[src/rtl/line_pkg.sv]
// Shared encodings, widths and sensor weighting for the line-follower steering path.
package line_pkg;

    typedef enum logic [1:0] {
        ST_IDLE  = 2'd0,
        ST_TRACK = 2'd1,
        ST_LOST  = 2'd2,
        ST_HALT  = 2'd3
    } state_e;

    localparam int ERR_W = 6;
    localparam int RAW_W = 12;

    localparam logic [7:0] SERVO_CENTER  = 8'd128;
    localparam logic [7:0] SERVO_LEFT    = 8'd0;
    localparam logic [7:0] SERVO_RIGHT   = 8'd255;
    localparam logic [7:0] SENSORS_NONE  = 8'h00;
    localparam logic [7:0] SENSORS_CROSS = 8'hFF;

    // Index 0 is the leftmost sensor.
    localparam logic signed [ERR_W-1:0] SENSOR_WEIGHT [8] = '{
        -6'sd7, -6'sd5, -6'sd3, -6'sd1, 6'sd1, 6'sd3, 6'sd5, 6'sd7
    };

    function automatic logic signed [ERR_W-1:0] line_err(input logic [7:0] s);
        logic signed [ERR_W-1:0] acc;
        acc = '0;
        if (s != SENSORS_CROSS) begin
            for (int i = 0; i < 8; i++) begin
                if (s[i]) acc = acc + SENSOR_WEIGHT[i];
            end
        end
        return acc;
    endfunction

endpackage

[src/rtl/frame_tick.sv]
// Control-frame divider: counts 0..UPDATE_DIV-1 and flags the cycle that wraps back to 0.
module frame_tick #(
    parameter int UPDATE_DIV = 2000000
) (
    input  logic clk,
    input  logic rst,
    output logic tick
);
    localparam int CNT_W = (UPDATE_DIV > 1) ? $clog2(UPDATE_DIV) : 1;
    localparam logic [CNT_W-1:0] CNT_LAST = CNT_W'(UPDATE_DIV - 1);

    logic [CNT_W-1:0] cnt_q, cnt_d;

    assign tick  = (cnt_q == CNT_LAST);
    assign cnt_d = tick ? '0 : cnt_q + CNT_W'(1);

    always_ff @(posedge clk) begin
        if (rst) cnt_q <= '0;
        else     cnt_q <= cnt_d;
    end

endmodule

[src/rtl/line_to_servo.sv]
// Line-follower steering: sensor error -> PD steering command, one update per control frame.
// Define LINE_DERIV_EN to include the derivative term; otherwise steering is proportional only.
//   state | meaning
//   IDLE  | run low, servo centred
//   TRACK | line visible, PD steering each frame
//   LOST  | line gone, full lock toward last known side
//   HALT  | line lost too long, centred until run drops
module line_to_servo
    import line_pkg::*;
#(
    parameter int UPDATE_DIV  = 2000000,
    parameter int KP          = 4,
    parameter int KD          = 2,
    parameter int LOST_FRAMES = 25
) (
    input  logic       clk,
    input  logic       rst,
    input  logic [7:0] sensors,
    input  logic       run,
    output logic [7:0] servo,
    output logic       servo_valid,
    output logic [1:0] state,
    output logic       halted
);
    localparam logic signed [RAW_W-1:0] KP_S       = RAW_W'(KP);
    localparam logic signed [RAW_W-1:0] KD_S       = RAW_W'(KD);
    localparam logic signed [RAW_W-1:0] RAW_CENTER = RAW_W'(SERVO_CENTER);
    localparam logic [7:0]              LOST_LIMIT = 8'(LOST_FRAMES);

    state_e                  state_q, state_d;
    logic                    tick;
    logic [7:0]              sync1_q, sync2_q;
    logic [7:0]              lost_cnt_q, lost_cnt_d;
    logic signed [ERR_W-1:0] err_now;
    logic                    prev_neg;
    logic                    launch, job_fixed, load_prev, clear_prev;
    logic [7:0]              job_val;
    logic                    s1_valid_q, s1_fixed_q;
    logic [7:0]              s1_val_q;
    logic signed [ERR_W-1:0] s1_err_q;
    logic signed [RAW_W-1:0] err_x, diff, raw_d, raw_q;
    logic                    s2_valid_q;
    logic [7:0]              servo_q, servo_d;
    logic                    servo_valid_q;

    frame_tick #(.UPDATE_DIV(UPDATE_DIV)) u_tick (
        .clk  (clk),
        .rst  (rst),
        .tick (tick)
    );

    assign err_now = line_err(sync2_q);

    always_ff @(posedge clk) begin
        if (rst) state_q <= ST_IDLE;
        else     state_q <= state_d;
    end

    always_comb begin
        state_d    = state_q;
        lost_cnt_d = lost_cnt_q;
        launch     = 1'b0;
        job_fixed  = 1'b0;
        job_val    = SERVO_CENTER;
        load_prev  = 1'b0;
        clear_prev = 1'b0;
        if (!run) begin
            state_d    = ST_IDLE;
            clear_prev = 1'b1;
        end else if (tick) begin
            unique case (state_q)
                ST_IDLE: state_d = ST_TRACK;
                ST_TRACK: begin
                    launch = 1'b1;
                    if (sync2_q == SENSORS_NONE) begin
                        job_fixed  = 1'b1;
                        lost_cnt_d = 8'd1;
                        if (LOST_LIMIT <= 8'd1) begin
                            state_d = ST_HALT;
                        end else begin
                            state_d = ST_LOST;
                            job_val = prev_neg ? SERVO_LEFT : SERVO_RIGHT;
                        end
                    end else begin
                        load_prev = 1'b1;
                    end
                end
                ST_LOST: begin
                    launch = 1'b1;
                    if (sync2_q != SENSORS_NONE) begin
                        state_d   = ST_TRACK;
                        load_prev = 1'b1;
                    end else begin
                        job_fixed  = 1'b1;
                        lost_cnt_d = lost_cnt_q + 8'd1;
                        if (lost_cnt_d == LOST_LIMIT) state_d = ST_HALT;
                        else job_val = prev_neg ? SERVO_LEFT : SERVO_RIGHT;
                    end
                end
                ST_HALT: begin
                end
                default: state_d = ST_IDLE;
            endcase
        end
    end

`ifdef LINE_DERIV_EN
    logic signed [ERR_W-1:0] err_prev_q, s1_errp_q;

    assign prev_neg = err_prev_q[ERR_W-1];

    // Re-acquiring from LOST uses the new error as its own history: no derivative kick.
    always_ff @(posedge clk) begin
        if (rst) begin
            err_prev_q <= '0;
            s1_errp_q  <= '0;
        end else begin
            s1_errp_q <= (state_q == ST_LOST) ? err_now : err_prev_q;
            if (clear_prev)     err_prev_q <= '0;
            else if (load_prev) err_prev_q <= err_now;
        end
    end

    assign diff = err_x - $signed({{(RAW_W-ERR_W){s1_errp_q[ERR_W-1]}}, s1_errp_q});
`else
    logic err_neg_q;

    assign prev_neg = err_neg_q;

    always_ff @(posedge clk) begin
        if (rst) begin
            err_neg_q <= 1'b0;
        end else begin
            if (clear_prev)     err_neg_q <= 1'b0;
            else if (load_prev) err_neg_q <= err_now[ERR_W-1];
        end
    end

    assign diff = '0;
`endif

    assign err_x = $signed({{(RAW_W-ERR_W){s1_err_q[ERR_W-1]}}, s1_err_q});

    always_comb begin
        if (s1_fixed_q) raw_d = $signed({4'b0000, s1_val_q});
        else            raw_d = RAW_CENTER + KP_S * err_x + KD_S * diff;
    end

    always_comb begin
        if (raw_q[RAW_W-1])          servo_d = 8'd0;
        else if (|raw_q[RAW_W-2:8])  servo_d = 8'd255;
        else                         servo_d = raw_q[7:0];
    end

    // Dropping run kills every in-flight stage so a stale frame never reaches the servo.
    always_ff @(posedge clk) begin
        if (rst) begin
            sync1_q       <= '0;
            sync2_q       <= '0;
            lost_cnt_q    <= '0;
            s1_valid_q    <= 1'b0;
            s1_fixed_q    <= 1'b0;
            s1_val_q      <= '0;
            s1_err_q      <= '0;
            s2_valid_q    <= 1'b0;
            raw_q         <= '0;
            servo_q       <= SERVO_CENTER;
            servo_valid_q <= 1'b0;
        end else begin
            sync1_q    <= sensors;
            sync2_q    <= sync1_q;
            lost_cnt_q <= lost_cnt_d;
            s1_fixed_q <= job_fixed;
            s1_val_q   <= job_val;
            s1_err_q   <= err_now;
            raw_q      <= raw_d;
            if (!run) begin
                s1_valid_q    <= 1'b0;
                s2_valid_q    <= 1'b0;
                servo_valid_q <= 1'b0;
                servo_q       <= SERVO_CENTER;
            end else begin
                s1_valid_q    <= launch;
                s2_valid_q    <= s1_valid_q;
                servo_valid_q <= s2_valid_q;
                if (s2_valid_q) servo_q <= servo_d;
            end
        end
    end

    assign servo       = servo_q;
    assign servo_valid = servo_valid_q;
    assign state       = state_q;
    assign halted      = (state_q == ST_HALT);

endmodule

[config.mk]
export PLATFORM = sky130hd
export DESIGN_NAME = line_to_servo
export DESIGN_NICKNAME = d
export VERILOG_FILES = /design/src/rtl/line_pkg.sv /design/src/rtl/frame_tick.sv /design/src/rtl/line_to_servo.sv
export SDC_FILE = /design/constraint.sdc
export NUM_CORES = 1
export LEC_CHECK = 0
export ABC_AREA = 1
export CAP_MARGIN = 20
export CORE_UTILIZATION = 55
export CTS_BUF_LIST = sky130_fd_sc_hd__clkbuf_8 sky130_fd_sc_hd__clkbuf_16
export CTS_CLUSTER_DIAMETER = 200
export CTS_CLUSTER_SIZE = 30
export DETAILED_ROUTE_END_ITERATION = 10
export DONT_BUFFER_PORTS = 1
export PLACE_DENSITY_LB_ADDON = 0.05
export REMOVE_ABC_BUFFERS = 1
export SETUP_SLACK_MARGIN = 0.2
export SLEW_MARGIN = 0
export SYNTH_ARGS = -nofsm -noshare
export SYNTH_HDL_FRONTEND = slang
export SYNTH_HIERARCHICAL = 1
export SYNTH_SLANG_ARGS = --single-unit
[constraint.sdc]
create_clock -name clk -period 5.2 [get_ports clk]
set_input_delay 0.78 -clock clk [delete_from_list [all_inputs] [get_ports clk]]
set_output_delay 0.78 -clock clk [all_outputs]
set_load 0.03 [all_outputs]
; Yosys cells after proc, flatten, opt, wreduce, memory -nomap -nowiden
; Index checks and enable logic that the tools add are counted.
[totals]
reg_bits = 84
wordCells = 95
in_bits = 11
output_inout_bits = 12
[classes]
eq_ne = 9
n_reduce_logical = 14
n_addsub = 10
n_mux = 42
bitwise = 3
[ops]
columns = operator, n
row1 = 6-bit two-way mux, 16
row2 = 8-bit two-way mux, 11
row3 = 8-bit case mux with 2 select lines, 2
row4 = "21-bit by 1-bit adder with 21-bit output, second input constant", 1
row5 = "21-bit equality test, second input constant", 1
row6 = "6-bit by 4-bit adder with 6-bit output, second input constant", 3
row7 = "6-bit by 3-bit adder with 6-bit output, second input constant", 2
row8 = "9-bit by 8-bit adder with 10-bit output, first input constant", 1
row9 = 2-bit OR reduction, 5
row10 = "8-bit by 1-bit adder with 8-bit output, second input constant", 1
row11 = "8-bit by 5-bit equality test with 1-bit output, second input constant", 1
row12 = 8-bit logical NOT, 1
row13 = "8-bit != test, second input constant", 1
row14 = 8-bit nonzero test, 1
row15 = 1-bit two-way mux, 7
row16 = "6-bit by 1-bit adder with 6-bit output, second input constant", 1
row17 = "6-bit by 2-bit adder with 6-bit output, second input constant", 1
row18 = 2-bit two-way mux, 3
row19 = 2-bit case mux with 3 select lines, 1
row20 = 3-bit OR reduction, 2
row21 = 5-bit AND reduction, 1
row22 = "2-bit equality test, second input constant", 2
row23 = "2-bit != test, second input constant", 2
row24 = 1-bit case mux with 2 select lines, 2
row25 = other kinds (7), 9

; Logic depth before layout (Yosys ltp)
; Gate-level depths: netlist of run 1.
[logic_depth]
depth_word = 23
ltp_mapped = 25
ltp_nobuf = 24

; Modules after synthesis
; The synthesis of run 1 kept the hierarchy.
[by_module_without_submodules]
columns = module, instances, cells_each, area_each_um2, seq_area_each_um2
row1 = line_to_servo, 1, 425, 3078.0, 1061.0
row2 = frame_tick, 1, 171, 1218.7, 420.4

; Worst setup path after synthesis of run 1
; No wires, ideal clock.
[synth_timing]
path_type = register -> register
startpoint = reg sync2_q[0]
endpoint = reg err_neg_q
required_ns = 5.134
path_slack_ns = 1.960
n_path_buf = 0
arrival_ns = 3.174
path_stages_with_launch = 25
period_less_slack_ns = 3.240
cell_sequence = dfxtp_1 -> inv_1 -> fa_1 -> inv_1 -> nand2_1 -> nand2_1 -> nand3_1 -> nand3_2 -> o21ai_0 -> inv_1 -> ha_1 -> nand2_1 -> and2_1 -> ha_1 -> nor2_1 -> inv_1 -> nand2_1 -> nand2_1 -> nand3_2 -> nand2_2 -> nor2_2 -> nand2_1 -> nand2_1 -> nand3_2 -> a21oi_2
[synth_between]
elab_chain_len = 23
elab_cells_between_ends = 31
classes_between = add/sub (7) / eq/ne (1) / mux (21) / reduce/logical (2)
[synth_rtl]
columns = element, line_no
row1 = "start, declared", line_to_servo.sv:32  ; logic [7:0] sync1_q, sync2_q;
row2 = "start signal, assigned", line_to_servo.sv:171  ; sync2_q <= sync1_q;
row3 = 6-bit two-way mux, line_pkg.sv:30  ; if (s[i]) acc = acc + SENSOR_WEIGHT[i];
row4 = 6-bit two-way mux, line_pkg.sv:28  ; if (s != SENSORS_CROSS) begin
row5 = 6-bit by 4-bit adder with 6-bit output, line_pkg.sv:30
row6 = 6-bit two-way mux, line_pkg.sv:30
row7 = 6-bit two-way mux, line_pkg.sv:28
row8 = 6-bit by 3-bit adder with 6-bit output, line_pkg.sv:30
row9 = 6-bit two-way mux, line_pkg.sv:30
row10 = 6-bit two-way mux, line_pkg.sv:28
row11 = [7 not listed], -
row12 = 6-bit two-way mux, line_pkg.sv:30
row13 = 6-bit two-way mux, line_pkg.sv:28
row14 = 6-bit by 4-bit adder with 6-bit output, line_pkg.sv:30
row15 = 6-bit two-way mux, line_pkg.sv:30
row16 = 6-bit two-way mux, line_pkg.sv:28
row17 = 6-bit by 4-bit adder with 6-bit output, line_pkg.sv:30
row18 = 6-bit two-way mux, line_pkg.sv:30
row19 = 6-bit two-way mux, line_pkg.sv:28
row20 = "end signal, assigned", line_to_servo.sv:135  ; else if (load_prev) err_neg_q <= err_now[ERR_W-1];
row21 = "end, declared", line_to_servo.sv:126  ; logic err_neg_q;
; Several ways; a longest one is shown, not always the timed one. The select of a mux whose other input is x is not followed.
; A chain may end at the register's enable or synchronous reset.

; Worst setup path in the final report of run 1
; Same ends and word-level chain as after synthesis.

==> results of run 1 <==
## synth_stat cells, types with 2 or more instances
cell	number	area, um2
sky130_fd_sc_hd__a211oi_1	3	22.52
sky130_fd_sc_hd__a21oi_1	31	155.2
sky130_fd_sc_hd__a21oi_2	4	35.03
sky130_fd_sc_hd__and2_1	3	18.77
sky130_fd_sc_hd__and3_1	2	12.51
sky130_fd_sc_hd__buf_4	2	15.01
sky130_fd_sc_hd__clkbuf_1	5	18.77
sky130_fd_sc_hd__dfxtp_1	74	1481
sky130_fd_sc_hd__fa_1	2	40.04
sky130_fd_sc_hd__ha_1	19	237.7
sky130_fd_sc_hd__inv_1	81	304.0
sky130_fd_sc_hd__inv_2	15	56.30
sky130_fd_sc_hd__nand2_1	131	491.7
sky130_fd_sc_hd__nand2_2	12	75.07
sky130_fd_sc_hd__nand2_4	6	67.56
sky130_fd_sc_hd__nand3_1	42	210.2
sky130_fd_sc_hd__nand3_2	9	90.09
sky130_fd_sc_hd__nand3b_1	2	15.01
sky130_fd_sc_hd__nand4_1	13	81.33
sky130_fd_sc_hd__nor2_1	59	221.5
sky130_fd_sc_hd__nor2_2	17	106.4
sky130_fd_sc_hd__nor2_4	8	90.09
sky130_fd_sc_hd__nor3_1	7	35.03
sky130_fd_sc_hd__nor4_1	3	18.77
sky130_fd_sc_hd__o21ai_0	14	70.07
sky130_fd_sc_hd__xnor2_1	4	35.03
sky130_fd_sc_hd__xor2_1	8	70.07
## tightest hold or removal path, cell delays in order, from the launching register on
cell and delay [ps]:
sky130_fd_sc_hd__dfxtp_1 300, sky130_fd_sc_hd__inv_1 40, sky130_fd_sc_hd__nor2_1 30
## through the flow
stage                     utilization [%]  setup WS [ps]  instance area (um2)  hold slack, ps  power, uW
final                               61.66           1664                 4568           407.9       1193
after global routing                61.66           1314                 4568           429.3       1251
after CTS                           61.66           1644                 4568           410.5       1208
after detailed placement            58.88           1654                 4362           399.2      744.1
after global placement              58.88           1806                 4362           395.9      740.4
after floorplan                         -           1963                 4238           388.3      719.5
## power by group
group	internal [uW]	switching [uW]	total [uW]
Combinational	48.3	87.4	136
Sequential	583	10.7	594
Clock	230	234	464
## worst paths after layout
path	depth (start not counted)	slack [ps]	from	to
worst min register to register	2	410	sync1_q[1]$_SDFF_PP0_	sync2_q[1]$_SDFF_PP0_
worst max register to register	24	1660	sync2_q[0]$_SDFF_PP0_	err_neg_q$_SDFFE_PP0P_
worst min-delay path	2	410	sync1_q[1]$_SDFF_PP0_	sync2_q[1]$_SDFF_PP0_
worst max-delay path	24	1660	sync2_q[0]$_SDFF_PP0_	err_neg_q$_SDFFE_PP0P_
## routing by layer
layer  track usage, %  share of wire, %  vias up
li1                 -                 -     1871
met1            24.30                45     1638
met2            38.61                50       61
met3            3.620               4.2       10
met4            7.930               1.3        0
met5                0                 0        -
## cells in the final DEF, fill, tap and decap left out, drive strengths merged, types with 2 or more instances in the layout
| cell type | count |
|---|---|
| or2 | 3 |
| nand4 | 14 |
| inv | 101 |
| a21oi | 35 |
| o211ai | 2 |
| clkbuf | 9 |
| nand3b | 2 |
| fa | 2 |
| o21ai | 15 |
| clkinvlp | 2 |
| and3 | 2 |
| xnor2 | 4 |
| and2 | 3 |
| nand2 | 149 |
| nor3 | 7 |
| nor2 | 85 |
| xor2 | 10 |
| nor4 | 3 |
| ha | 19 |
| a211oi | 3 |
| dfxtp | 74 |
| nand3 | 52 |
## cell type report
type                       count  area (um2)
clock inverter                 7       82.58
multi-input combinational    415        2386
clock buffer                   9       123.9
inverter                      98       370.4
tap                           99       123.9
fill                         723        2840
sequential                    74        1481
## logic make-up after synthesis
kind of cell,count (synthesis),share of synthesized area (%)
xor gates and xnor gates,14,3.466
AOI/OAI and AO/OA,60,8.241
adders and majority gates,21,6.465
and+or+nand+nor,320,37.36
buffers and inverters,107,9.988
DFF,74,34.48
## flip-flops by register name, indices dropped and copies added, names as in the netlist, 2 cells and up
register,flops
lost_cnt_q,8
servo,7
s1_err_q,6
raw_q,7
sync2_q,8
s1_val_q,2
state,2
sync1_q,8
u_tick/cnt_q,21
==> flow_results.org, run 1 <==
** Place
- Detailed placement ended at an HPWL of 6.231 mm.
- Placed Instances :: 686
- Final Wtd Congestion :: 0.9080
- In this run the tool buffered the top-level ports with 0 buffer cells.

** Yosys
- In this run, synthesis inferred 0 flip-flops with an integrated enable.
- Count of synthesis-stage warnings from yosys :: 6
- Number of cells produced by synthesis :: 596
- Summing every instance area after synthesis gives 4297 um2.
- Most frequently used flop master after synthesis :: sky130_fd_sc_hd__dfxtp_1
- Average instance area after synthesis :: 7.209 um2
- In this run, synthesis produced a sequential element count of 74.
- In the synthesized netlist the async set-or-reset flop fraction comes to 0%.
- Distinct cell type count of the synthesized netlist :: 47
- Sequential-to-total area share from yosys stat :: 34.48%

** Timing
- The smallest clock period supported by the final layout is computed as 3536 ps.
- Slew @ Worst Pin :: 680.6 ps
- Between clock sinks in the finished design, the worst skew comes to 16.61 ps.
- Rel. slew slack :: 54.21%
- Setup violations remaining at the end of the flow were counted as 0.
- Maximum clock rate :: 282.8 MHz
- Dividing the final minimum period by the clock period gives 68.00%.
- The max-slew violation count is 0.
- Final hold violations :: 0
- Setup repair after global routing left no endpoint under its margin.
- Adding up every negative setup slack in the final design gives 0 ps.

** Cells and area
- Syn-to-layout area delta :: 6.319%
- The count of cells in the finished layout, fillers not included, comes to 702.
- Cells with a size suffix above 1 make up 16.25% of the layout.
- The final layout contains 630 nets.
- Count of antenna diodes in the layout :: 0

** Pwr
- Max rail drop VDD :: 0.2361 mV
- The analysis attributes to cell leakage a power of 0.001914 uW.
- Power density normalized to cell area :: 261.3 nW/um2

** Clocking
- The root buffer cell chosen for the clock tree is sky130_fd_sc_hd__clkbuf_8.
- For the worst-skew pair, the clock arrives at the later sink with an insertion delay of 350 ps.
- The clock passes through at most 2 buffers.
- Clock-pin slew was measured on the worst setup and hold paths at 90 ps.
- The clock tree synthesis step divided the H-tree into 3 levels.
- In this run, post-CTS repair resized a total of 0 instances.
- # Post-CTS Setup Buffers :: 0
- Number of buffers inserted during clock tree synthesis :: 9
- CTS tree :: yes
- Cts-stage hold buffer count :: 0
- The clock drives 74 sinks.

** Die
- Die Ht :: 90.39 um
- Starting Density :: 58.00%
- The die covers 8169 um2.
- Die Span X :: 90.39 um
- The core region is 7408 um2.
- For this design the top-level I/O count stands at 23.
- The initialized floorplan defines 31 standard-cell rows.

** Setup path
- Nature of the critical path endpoint :: register
- Count of buffering cells on the critical path with inverters included :: 4
- The worst setup path is launched from a register.
- Crit path largest cell delay :: 620 ps
- Among the stages of the critical path, the cell type that occurs most often is sky130_fd_sc_hd__nand2_1.
- STA puts the critical path data arrival time at 3820 ps.
- For the worst setup path, the data required time is 5480 ps.
- Of all nets on the critical path, the largest fanout is 6.
- Among all stages on the critical path, the largest delay is contributed by sky130_fd_sc_hd__fa_1.
- Critical path class :: register to register
- Traced cell by cell, the critical path runs through inv_1 -> fa_1 -> inv_1 -> nand2_1 -> nand2_1 -> nand3_1 -> nand3_2 -> o21ai_0 -> inv_1 -> ha_1 -> nand2_1 -> and2_1 -> ha_1 -> nor2_1 -> inv_1 -> nand2_1 -> nand2_1 -> nand3_2 -> nand2_2 -> nor2_2 -> nand2_1 -> nand2_1 -> nand3_2 -> a21oi_2.
- Family of cells with the greatest summed delay on the critical path :: simple AND/OR/NAND/NOR gates

** Global routing
- The initial antenna violation count came to 0.
- Maximum number of pins on one net before global-route repair :: 29
- Total congestion overflow :: 0
- The number of global-route vias before repair was 3446.
- Across every metal layer, demand over resource in global routing totals 21.06%.
- First-pass GRT wire length :: 14.21 mm

** Drt
- DR vias/cell :: 5.100
- In the final routed layout, each cell accounts on average for 11.38 um.
- Detailed router's first-iteration violation count :: 176
- The detail route stage leaves a number of antenna-violating nets equal to 0.
- Post-detailed-routing wire length :: 7.986 mm
- Summing over every cut layer, the via total after detailed routing is 3580.
- DRC violations left :: 0
- The first TritonRoute pass finished after 4 iterations.

** Hold path
- The path class of the tightest hold or removal check is register to register.

** Status
- Outcome :: complete, no violations

** Job
- Max-cap violation count :: 0
No activity file was read; power rests on OpenSTA's default activity.
==> run 2: changes to the inputs <==
ABC_AREA = 0   (was 1)
clock period = 2.9 ns   (was 5.2 ns; I/O delays follow)
==> run 2 against run 1 <==
The flow now finishes with violations (negative setup slack); via count is 11% lower; critical path type unchanged; sequential power grew 80%; cell area up 1.5%; critical path depth down 9; combinational power is 150% higher; first-iteration DRC count decreased by 51%; highest routed layer unchanged; largest cell class unchanged; clock skew shrank 7.5 ps.
==> flow_results.org, run 2 <==
** Status
- Outcome: complete, but fails checks (was complete, no violations).
- Failing checks :: negative setup slack

** Timing
- Slew @ Worst Pin :: 591.0 ps (was 680.6 ps)
- The final-report hold violation count is 0 (unchanged).
- The setup clock skew after layout was 9.114 ps (was 16.61 ps).
- Maximum clock rate :: 297.6 MHz (was 282.8 MHz)
- Endpoints failing setup :: 6 (was 0)
- Unrepaired setup endpoints after global routing: true (was false).
- Final critical-path setup slack :: -460.2 ps (was 1664 ps)
- The final cycle utilization of the critical path was 115.9% (was 68.00%).
- The max-slew violation count came to 0 (unchanged).
- Rel. slew slack :: 60.55% (was 54.21%)
- The minimum period implied by the final worst setup slack came to 3360 ps (was 3536 ps).
- Worst hold slack :: 163.6 ps (was 407.9 ps)
- The total negative slack was -1550 ps (was 0 ps).

** Place
- The number of input and output port buffers inserted is 0 (unchanged).
- Post-detail-place hpwl :: 5.279 mm (was 6.231 mm)
- Final Wtd Congestion :: 0.8270 (was 0.9080)

** Drt
- The initial detailed-routing violation count was 87 (was 176).
- The number of detailed-route iterations in the first pass was 5 (was 4).
- The number of vias per cell after detailed routing came to 5.483 (was 5.100).
- The post-detailed-route count of antenna-violating nets came to 0 (unchanged).
- Post-detailed-routing wire length :: 7.231 mm (was 7.986 mm)
- DRC violations left :: 0 (unchanged)
- Mean routed wirelength per cell :: 12.51 um (was 11.38 um)
- Number of vias after detailed routing :: 3169 (was 3580)

** Yosys
- Ranking of synthesized cells by instance count: sky130_fd_sc_hd__dfxtp_1 (74), sky130_fd_sc_hd__nor2_1 (49), sky130_fd_sc_hd__a21oi_1 (27), sky130_fd_sc_hd__nand2_1 (23) (was sky130_fd_sc_hd__nand2_1 (131), sky130_fd_sc_hd__inv_1 (81), sky130_fd_sc_hd__dfxtp_1 (74), sky130_fd_sc_hd__nor2_1 (59), sky130_fd_sc_hd__nand3_1 (42)).
- Sequential-to-total area share from yosys stat :: 36.62% (was 34.48%)
- The count of different cell masters after synthesis came to 67 (was 47).
- The largest area contributor in the synthesized netlist is sky130_fd_sc_hd__dfxtp_1 (unchanged).
- The post-synthesis instance area was 4045 um2 (was 4297 um2).
- Main area contributors after synthesis :: sky130_fd_sc_hd__dfxtp_1 (37%), sky130_fd_sc_hd__ha_1 (5.9%), sky130_fd_sc_hd__nor2_1 (4.5%) (was sky130_fd_sc_hd__dfxtp_1 (34%), sky130_fd_sc_hd__nand2_1 (11%), sky130_fd_sc_hd__inv_1 (7.1%))
- Number of synthesized register bits :: 74 (unchanged)
- Top cell type's share of synthesized area :: 36.62% (was 34.48%)
- The share of synthesized registers carrying an async set or reset was 0% (unchanged).
- The mean instance size in the synthesized netlist is 9.029 um2 (was 7.209 um2).
- Number of cells produced by synthesis :: 448 (was 596)
- The number of enable flip-flop cells after synthesis came to 0 (unchanged).
- Most frequent cell after synthesis :: sky130_fd_sc_hd__dfxtp_1 (was sky130_fd_sc_hd__nand2_1)
- The most used flip-flop cell after synthesis was sky130_fd_sc_hd__dfxtp_1 (unchanged).
- Count of synthesis-stage warnings from yosys :: 6 (unchanged)

** Pwr
- The areal power density over the cells came to 444.1 nW/um2 (was 261.3 nW/um2).
- Total internal power :: 1548 uW (was 861.4 uW)
- Pwr Total :: 2058 uW (was 1193 uW)
- Switching power as a share of total power :: 24.81% (was 27.83%)
- Reported net switching power :: 510.7 uW (was 332.1 uW)
- Pleak :: 0.001663 uW (was 0.001914 uW)
- The relative contribution of the clock network to total power is 31.8% (was 38.9%).
- Fraction of power consumed by combinational cells :: 16.3% (was 11.4%)
- Max rail drop VDD :: 0.3124 mV (was 0.2361 mV)
- The relative contribution of sequential cells to total power came to 51.9% (was 49.8%).

** Cells and area
- The flip-flop count of the largest register after layout was 21 (unchanged).
- Commonest cells after routing, fill and taps aside :: sky130_fd_sc_hd__dfxtp_1 (71), sky130_fd_sc_hd__nor2_1 (49), sky130_fd_sc_hd__buf_4 (41) (was sky130_fd_sc_hd__nand2_1 (131), sky130_fd_sc_hd__inv_1 (81), sky130_fd_sc_hd__dfxtp_1 (74))
- The number of filler instances in the final layout was 581 (was 723).
- Total area of multi-input combinational cells :: 2484 um2 (was 2386 um2)
- The number of diodes added for antenna fixing came to 0 (unchanged).
- The sequential cell area is 1485 um2 (was 1481 um2).
- The most flop-heavy register is u_tick/cnt_q (unchanged).
- The signed area change from the synthesized netlist to the final layout is 14.57% (was 6.319%).
- The number of nets at the end of the flow was 511 (was 630).
- Most common cell after layout, fill and taps aside :: sky130_fd_sc_hd__dfxtp_1 (was sky130_fd_sc_hd__nand2_1)
- The fraction of final layout cells with drive strength greater than 1 was 20.33% (was 16.25%).

** Setup path
- Crit path largest cell delay :: 520 ps (was 620 ps)
- Family of cells with the greatest summed delay on the critical path :: adder cells (was simple AND/OR/NAND/NOR gates)
- Worst-path cell chain: inv_2 -> fa_1 -> nand2b_4 -> xnor2_2 -> a221oi_2 -> ha_1 -> mux2i_4 -> ha_4 -> nand3b_1 -> o31ai_4 -> a221oi_2 -> xnor2_2 -> nor3_2 -> xor2_1 -> o41ai_2 (was inv_1 -> fa_1 -> inv_1 -> nand2_1 -> nand2_1 -> nand3_1 -> nand3_2 -> o21ai_0 -> inv_1 -> ha_1 -> nand2_1 -> and2_1 -> ha_1 -> nor2_1 -> inv_1 -> nand2_1 -> nand2_1 -> nand3_2 -> nand2_2 -> nor2_2 -> nand2_1 -> nand2_1 -> nand3_2 -> a21oi_2).
- Startpoint of the worst-slack reg-to-reg timing path :: sync2_q[2]$_SDFF_PP0_ (was sync2_q[0]$_SDFF_PP0_)
- Worst R2R Path Depth :: 15 (was 24)
- The flop-to-flop setup slack came to -460 ps (was 1660 ps).
- Data arrival, critical path :: 3590 ps (was 3820 ps)
- The category of the worst setup path launch point is a register (unchanged).
- The largest fanout of any net on the critical path was 4 (was 6).
- The required time at the worst-slack endpoint is 3130 ps (was 5480 ps).
- The highest-delay cell along the critical path is sky130_fd_sc_hd__fa_1 (unchanged).
- End of the worst register-to-register path :: err_neg_q$_SDFFE_PP0P_ (unchanged)
- Count of buffering cells on the critical path with inverters included :: 1 (was 4)
- Nature of the critical path endpoint :: register (unchanged)
- The path type of the worst setup path is register to register (unchanged).

** Clocking
- Clock root cell :: sky130_fd_sc_hd__clkbuf_8 (unchanged)
- Later-pin clock latency in the skew report :: 340 ps (was 350 ps)
- The CTS H-tree depth was 3 (unchanged).
- Number of buffers inserted during clock tree synthesis :: 9 (unchanged)
- The CTS tree is yes (unchanged).
- Num Clock Sinks :: 74 (unchanged)
- The clock input transition at the sequential cells of the worst setup and hold paths is 70 ps (was 90 ps).
- Buffer depth of the longest clock path :: 2 (unchanged)

** Hold path
- Hold worst-path end :: sync2_q[2]$_SDFF_PP0_ (was sync2_q[1]$_SDFF_PP0_)
- The number of stages on the worst hold path was 1 (was 2).
- Type of the worst min-delay path :: primary input to register (was register to register)
- The origin of the worst min-delay path was rst (was sync1_q[1]$_SDFF_PP0_).

** Global routing
- Total congestion overflow :: 0 (unchanged)
- Antenna violations before repair :: 0 (unchanged)
- Number of global-route vias before repair :: 2800 (was 3446)
- Overall fraction of global-route tracks in use :: 20.49% (was 21.06%)
- The wire length of the first global-routing pass was 12.46 mm (was 14.21 mm).
- Maximum number of pins on one net before global-route repair :: 40 (was 29)

** Die
- The row count is 30 (was 31).
- Die Ht :: 87.76 um (was 90.39 um)
- The horizontal extent of the die is 87.76 um (was 90.39 um).
- The area of the core region came to 6944 um2 (was 7408 um2).
- The initial standard-cell utilization of the core came to 58.25% (was 58.00%).
- The die area is 7702 um2 (was 8169 um2).
- I/O Pins :: 23 (unchanged)

** Job
- The max-cap check violation count came to 0 (unchanged).
run 2: layout make-up:
class / count / area share [%]
Sequential cell: 74 / 32.05
Multi-Input combinational cell: 336 / 53.59
Timing Repair Buffer: 43 / 7.127
Inverter: 15 / 1.215
Clock buffer: 10 / 2.970
Clock inverter: 4 / 0.4590
Tap cell: 96 / 2.592
run 2: worst register-to-register path: cells and delay by family, from the launching register on:
kind | cells | cell delay, ps
AOI/OAI and AO/OA | 4 | 840
xor gates and xnor gates | 3 | 450
adders and majority gates | 3 | 1000
buffers and inverters | 1 | 40
DFF | 1 | 330
muxes | 1 | 200
and+or+nand+nor | 3 | 380
run 2: through the flow:
step	cell area [um2]	setup WS (ps)	utilization [%]	cells
2_1_floorplan	3916	-1022	-	425
3_3_place_gp	4329	-670.1	62.34	560
3_5_place_dp	4329	-788.8	62.34	560
4_1_cts	4588	-463.7	66.07	578
5_1_grt	4634	-650.7	66.74	578
6_report	4634	-460.2	66.74	578
run 2: worst max path at each step:
stage	start	end	slack [ps]	depth (start not counted)
floorplan	sync2_q[2]$_SDFF_PP0_	err_neg_q$_SDFFE_PP0P_	-1020	15
global route	sync2_q[2]$_SDFF_PP0_	err_neg_q$_SDFFE_PP0P_	-650	15
detailed placement	sync2_q[0]$_SDFF_PP0_	err_neg_q$_SDFFE_PP0P_	-790	15
finish	sync2_q[2]$_SDFF_PP0_	err_neg_q$_SDFFE_PP0P_	-460	15
global placement	sync2_q[0]$_SDFF_PP0_	err_neg_q$_SDFFE_PP0P_	-670	14
CTS	sync2_q[2]$_SDFF_PP0_	err_neg_q$_SDFFE_PP0P_	-460	15
run 2: cells by family after synthesis:
logic type      count (synthesis)  share of synthesized area [%]
compound gates                 72                          12.93
xor+xnor                       37                          9.310
fa+ha+maj                      21                          6.867
flops                          74                          36.62
mux                            13                          3.310
buf+inv                        38                          4.577
simple gates                  193                          26.38
run 2: power by group through the flow:
stage | combinational [uW] | sequential, uW | clock [uW]
final | 335 | 1070 | 655
after global routing | 370 | 1070 | 735
after CTS | 319 | 1070 | 684
after detailed placement | 285 | 1090 | 0
after global placement | 279 | 1090 | 0
after floorplan | 194 | 1090 | 0
run 2: metal layers:
metal / track usage, % / up-vias / wire length (um)
li1: - / 1626 / -
met1: 25.49 / 1485 / 3449
met2: 34.53 / 54 / 3474
met3: 6.409 / 4 / 272
met4: 4.918 / 0 / 35
met5: 0 / - / 0
run 2: what timing repair did:
item / CTS / global route
pin swaps: 10 / 3
resized for setup: 17 / 9
cloned: 0 / 0
setup endpoints to repair: 8 / 13
buffers inserted: 4 / 0
hold buffers: 0 / 0
